File: src/rtl/mdu_pkg.sv
// rtl/mdu_pkg.sv - shared encodings and sizing helpers for the multiply/divide unit
package mdu_pkg;

  typedef enum logic [1:0] {
    MDU_MULT  = 2'b00,
    MDU_MULTU = 2'b01,
    MDU_DIV   = 2'b10,
    MDU_DIVU  = 2'b11
  } mdu_op_e;

  typedef enum logic [1:0] {
    IDLE = 2'b00,
    CALC = 2'b01,
    FIX  = 2'b10
  } mdu_state_e;

  localparam int MDU_WIDTH = 32;

  function automatic int mdu_cnt_width(input int width);
    return $clog2(width);
  endfunction

endpackage

File: src/rtl/mdu_step.sv
// rtl/mdu_step.sv - one combinational iteration: shift-add multiply or restoring divide
module mdu_step #(
  parameter int WIDTH = 32
) (
  input  logic               is_div,
  input  logic [2*WIDTH-1:0] acc,
  input  logic [WIDTH-1:0]   operand,
  output logic [2*WIDTH-1:0] acc_next
);

  logic [WIDTH:0] sum;
  logic [WIDTH:0] rem_sh;
  logic [WIDTH:0] diff;

  always_comb begin
    sum      = {1'b0, acc[2*WIDTH-1:WIDTH]} + {1'b0, operand};
    rem_sh   = acc[2*WIDTH-1:WIDTH-1];
    diff     = rem_sh - {1'b0, operand};
    acc_next = acc;
    if (is_div) begin
      // remainder < divisor keeps a non-negative difference below 2^WIDTH, so diff[WIDTH] is the borrow
      if (diff[WIDTH])
        acc_next = {rem_sh[WIDTH-1:0], acc[WIDTH-2:0], 1'b0};
      else
        acc_next = {diff[WIDTH-1:0], acc[WIDTH-2:0], 1'b1};
    end else begin
      if (acc[0])
        acc_next = {sum, acc[WIDTH-1:1]};
      else
        acc_next = {1'b0, acc[2*WIDTH-1:1]};
    end
  end

endmodule

File: src/rtl/mult_div_unit.sv
// rtl/mult_div_unit.sv - iterative MULT/MULTU/DIV/DIVU unit with architectural HI/LO
module mult_div_unit
  import mdu_pkg::*;
#(
  parameter int WIDTH = MDU_WIDTH
) (
  input  logic             clk,
  input  logic             rst,
  input  logic             start,
  input  logic [1:0]       op,
  input  logic [WIDTH-1:0] operand_a,
  input  logic [WIDTH-1:0] operand_b,
  input  logic             hi_we,
  input  logic             lo_we,
  input  logic [WIDTH-1:0] wdata,
  output logic             busy,
  output logic             done,
  output logic [WIDTH-1:0] hi,
  output logic [WIDTH-1:0] lo
);

  localparam int CNT_W = mdu_cnt_width(WIDTH);

  mdu_state_e         state;
  logic [CNT_W-1:0]   cnt;
  logic [2*WIDTH-1:0] acc;
  logic [2*WIDTH-1:0] acc_next;
  logic [WIDTH-1:0]   mag_b_q;
  logic [WIDTH-1:0]   raw_a_q;
  logic               is_div_q;
  logic               neg_res_q;
  logic               neg_rem_q;
  logic               div_zero_q;

  logic               sgn_op;
  logic [WIDTH-1:0]   mag_a_in;
  logic [WIDTH-1:0]   mag_b_in;
  logic [2*WIDTH-1:0] prod_fix;
  logic [WIDTH-1:0]   quo_fix;
  logic [WIDTH-1:0]   rem_fix;

  always_comb begin
    sgn_op   = (op == MDU_MULT) || (op == MDU_DIV);
    mag_a_in = (sgn_op && operand_a[WIDTH-1]) ? -operand_a : operand_a;
    mag_b_in = (sgn_op && operand_b[WIDTH-1]) ? -operand_b : operand_b;
    prod_fix = neg_res_q ? -acc : acc;
    quo_fix  = neg_res_q ? -acc[WIDTH-1:0] : acc[WIDTH-1:0];
    rem_fix  = neg_rem_q ? -acc[2*WIDTH-1:WIDTH] : acc[2*WIDTH-1:WIDTH];
  end

  mdu_step #(.WIDTH(WIDTH)) u_step (
    .is_div   (is_div_q),
    .acc      (acc),
    .operand  (mag_b_q),
    .acc_next (acc_next)
  );

  always_ff @(posedge clk) begin
    if (rst) begin
      state      <= IDLE;
      busy       <= 1'b0;
      done       <= 1'b0;
      hi         <= '0;
      lo         <= '0;
      cnt        <= '0;
      acc        <= '0;
      mag_b_q    <= '0;
      raw_a_q    <= '0;
      is_div_q   <= 1'b0;
      neg_res_q  <= 1'b0;
      neg_rem_q  <= 1'b0;
      div_zero_q <= 1'b0;
    end else begin
      done <= 1'b0;
      case (state)
        IDLE: begin
          if (hi_we) hi <= wdata;
          if (lo_we) lo <= wdata;
          if (start) begin
            acc        <= {{WIDTH{1'b0}}, mag_a_in};
            mag_b_q    <= mag_b_in;
            raw_a_q    <= operand_a;
            is_div_q   <= op[1];
            neg_res_q  <= sgn_op && (operand_a[WIDTH-1] ^ operand_b[WIDTH-1]);
            neg_rem_q  <= (op == MDU_DIV) && operand_a[WIDTH-1];
            div_zero_q <= (operand_b == '0);
            cnt        <= CNT_W'(WIDTH - 1);
            state      <= CALC;
            busy       <= 1'b1;
          end
        end
        CALC: begin
          acc <= acc_next;
          if (cnt == '0) state <= FIX;
          else cnt <= cnt - CNT_W'(1);
        end
        FIX: begin
          if (!is_div_q) begin
            {hi, lo} <= prod_fix;
          end else if (div_zero_q) begin
            // divide by zero: fixed pattern, dividend passed through raw
            lo <= '1;
            hi <= raw_a_q;
          end else begin
            lo <= quo_fix;
            hi <= rem_fix;
          end
          done  <= 1'b1;
          busy  <= 1'b0;
          state <= IDLE;
        end
        default: begin
          state <= IDLE;
          busy  <= 1'b0;
        end
      endcase
    end
  end

endmodule

File: config.mk
export PLATFORM = sky130hd
export DESIGN_NAME = mult_div_unit
export DESIGN_NICKNAME = d
export VERILOG_FILES = /design/src/rtl/mdu_pkg.sv /design/src/rtl/mdu_step.sv /design/src/rtl/mult_div_unit.sv
export SDC_FILE = /design/constraint.sdc
export NUM_CORES = 1
export LEC_CHECK = 0
export ABC_CLOCK_PERIOD_IN_PS = 4100
export BUFFER_PORTS_ARGS = -buffer_cell sky130_fd_sc_hd__buf_2
export CAP_MARGIN = 10
export CORE_AREA = 2 2 175 177
export CTS_CLUSTER_DIAMETER = 50
export DETAILED_ROUTE_END_ITERATION = 8
export DIE_AREA = 0 0 177 179
export GPL_ROUTABILITY_DRIVEN = 0
export PLACE_DENSITY = 0.76
export SLEW_MARGIN = 20
export SYNTH_ARGS = -nofsm -noshare
export SYNTH_HDL_FRONTEND = slang
export SYNTH_SLANG_ARGS = --single-unit
File: constraint.sdc
create_clock -name clk -period 4.1 [get_ports clk]
set_input_delay 0.205 -clock clk [delete_from_list [all_inputs] [get_ports clk]]
set_output_delay 0.205 -clock clk [all_outputs]
set_load 0.005 [all_outputs]
==> run metrics <==
Primary FF master, synth=dfxtp_1; initial antenna violation count=0; worst path cell trace=inv_1 -> ha_1 -> fa_1 -> nor2b_1 -> o31ai_1 -> a31oi_1 -> nor3_1 -> o41ai_1 -> buf_4 -> xor2_4 -> buf_12 -> mux2_2 -> a22oi_1 -> o21ai_0; register-to-register setup slack=~300 ps; compound-cell area share of the yosys netlist=29.8%; internal power=0.00450 W; status=complete, no violations; Finished Cell Area=between 15000 and 20000 um2; # fillers=about 2600; Synth Area in Simple Gates=about a fifth; vias per cell=6.65; Crit path largest cell delay=430 ps; Top Family by Delay on Critical Path=compound AO/OA/AOI/OAI gates; worst r2r src=acc[31]; R2R Path End=acc[51]; largest family of logic cells by synthesized area=compound AO/OA/AOI/OAI gates; Post-Syn Nets=roughly 2400; post-synthesis adder-cell area fraction=5.55%; Comb pwr share=about a third; cts hold-fix bufs=64; Post-DP HPWL=approximately 44000 um; Avg Inst Size Synth=7.44 um2; TritonCTS Buffers=28; top cells by count, synth=nand2_1, a21oi_1, dfxtp_1, nor2_1, clkbuf_1; crit path launch type=flop; grt total ovfl=0; Sw Ratio=37.6%; worst path bufs/invs=3; per-cell routed wire length=roughly 22 um; CTS sink cnt=a little over 200; Cells after Synth=2220; Reg power frac=between 30% and 40%; Post-synth EDFFs=0; Worst Setup EP=acc[51]; yosys warns=0; Skew-Pair Late Insertion Delay=roughly 580 ps; layout cells sized above 1=a little over an eighth; PwrDens=about 380 nW/um2; min Tclk post-route=about 3800 ps; Top-Level Pins=around 170; Worst Setup SP=acc[31]; highest clock rate=263 MHz; top-area cell type share of the netlist area=between 20 and 25%; worst min path class=in -> reg; Nets=roughly 2500; GR Util All Layers=between 30% and 40%; Clock Pin Slew Worst Setup and Hold Paths=60 ps; number of global-route vias before repair=~17000; drt pass-1 iters=8; final setup violation count=0; clk root buf=clkbuf_16; Vias=approximately 18000; Max clock buf depth=3; CP required=~4500 ps; Syn-to-layout area delta=16.1%; pin count of the biggest net entering global routing=roughly 100; Yosys reg bits=roughly 200; Seq. cell area=between 4000 and 5000 um2; PostCTS Resize Cnt=0; PortBufs=approximately 170; final wirelength=60600 um; Setup CP Type=reg -> reg; Slew @ Worst Pin=~1100 ps; Netlist cell types=83; Worst EP arrival=around 4200 ps; Post-Synth XOR/XNOR Area=8.86%; Register-to-Register Path Depth=14; Slew headroom=28.1%; multi-input combinational cell area=roughly 11000 um2; worst clock skew=around 37 ps; CORE AREA=between 30000 and 40000 um2; Final Hold Fails=0; MaxCap Viol Count=0; drt drc=0; sequential area share after synthesis=24.9%; Post-CTS Setup Bufs=0; Leak=~7.7 nW; crit path max fanout=32; Die ar.=31700 um2; unrepaired setup endpoints after global routing=false; first-pass GRT wire length=around 92000 um; Initial DRC Count=2360; H-tree levels=1; Die Wd=between 150 and 200 um; clock share of power=34.8%; Synth Cell Area=16500 um2; Post-synth ARST share=0%; Post-Place Cell Area=roughly 18000 um2; final slew viol count=0; Starting Density=55.0%; Area contributors post-synth=dfxtp_1, a21oi_1, nand2_1, xnor2_1, ha_1; Switch Pwr=about 0.0027 W; antenna-violating nets left=0; Crit path depth=14; final worst path period share=about 93%; slowest stage cell on the critical path=fa_1; most frequent cell after synthesis=nand2_1; critical path capture point type=flop; mux share of post-synthesis cell area=between 5 and 6%; num rows=64; maximum VDD drop=roughly 0.00034 V; Die Ht=179 um; CTS tree=built; setup_tns=0 ps; cell taking the most area after synthesis=dfxtp_1
==> final cells by class <==
| type | instances | share of cell area [%] |
|---|---|---|
| Clock buffer | 33 | 4.02 |
| Tap cell | 396 | 2.59 |
| Multi-Input combinational cell | 1767 | 59.9 |
| Sequential cell | 205 | 21.5 |
| Clock inverter | 19 | 1.10 |
| Antenna cell | 2 | 0.0261 |
| Inverter | 66 | 1.29 |
| Timing Repair Buffer | 277 | 9.59 |
==> logic make-up after synthesis <==
kind of cell,after synthesis
AO/OA/AOI/OAI,748
XOR/XNOR,167
adder cells (fa/ha/maj),72
buffers and inverters,248
flip-flops,205
multiplexers,82
AND/OR/NAND/NOR,698
==> cells in the final DEF (no fill, tap or decap), drive strengths merged, types with 37 or more instances in the layout <==
cell         Yosys  final
nand2          265    265
a21oi          227    227
buf             35    213
dfxtp          205    205
nor2           180    180
o21ai          120    120
xnor2          109    109
a211oi          96     96
mux2i           73     73
ha              70     70
inv             65     69
dlygate4sd3      0     64
xor2            58     58
nor3            48     48
o211ai          37     37
nand3           37     37
==> worst reg2reg max path, stage by stage (launching register included) <==
cell and delay [ps]:
dfxtp_1 410, inv_1 160, ha_1 260, fa_1 430, nor2b_1 190, o31ai_1 100, a31oi_1 380, nor3_1 130
o41ai_1 370, buf_4 190, xor2_4 180, buf_12 250, mux2_2 380, a22oi_1 140, o21ai_0 100
==> routing by layer <==
layer / track usage [%] / share of wire [%]
met1: 49.3 / 39
met3: 10.4 / 14
met4: 16.3 / 4.8
met5: 0 / 0
met2: 54.1 / 42
==> state kept, by name, summed over array words and instances (netlist names), 2 cells and up <==
signal and count:
acc 64, hi 32, lo 32, mag_b_q 32, raw_a_q 32, cnt 5
state 2
==> worst min path at each step <==
stage                  start           to  depth (start not counted)
4_1_cts        operand_b[20]  mag_b_q[20]                          3
6_report       operand_b[20]  mag_b_q[20]                          3
3_5_place_dp           lo[7]        lo[7]                          2
2_1_floorplan  operand_a[22]  raw_a_q[22]                          2
3_3_place_gp          hi[18]       hi[18]                          2
5_1_grt        operand_b[20]  mag_b_q[20]                          3
==> power by group through the flow <==
stage          clock network [W]  registers (W)  logic [W]
6_report                 0.00251        0.00243    0.00227
5_1_grt                  0.00259        0.00244    0.00245
4_1_cts                  0.00251        0.00241    0.00220
3_5_place_dp                   0        0.00245    0.00213
3_3_place_gp                   0        0.00245    0.00208
2_1_floorplan                  0        0.00232    0.00158
==> per-stage QoR <==
| step | hold slack, ps | cells | utilization [%] | power, W | worst slack, ps |
|---|---|---|---|---|---|
| final | 4.75 | 2765 | 63.8 | 0.00721 | 296 |
| after global routing | 18.0 | 2763 | 63.8 | 0.00748 | 93.0 |
| after CTS | 1.35 | 2763 | 63.8 | 0.00711 | 362 |
| after detailed placement | 444 | 2647 | 58.4 | 0.00459 | 417 |
| after global placement | 438 | 2647 | 58.4 | 0.00453 | 527 |
| after floorplan | 341 | 2220 | - | 0.00390 | 934 |
No activity file was read; power rests on OpenSTA's default activity.
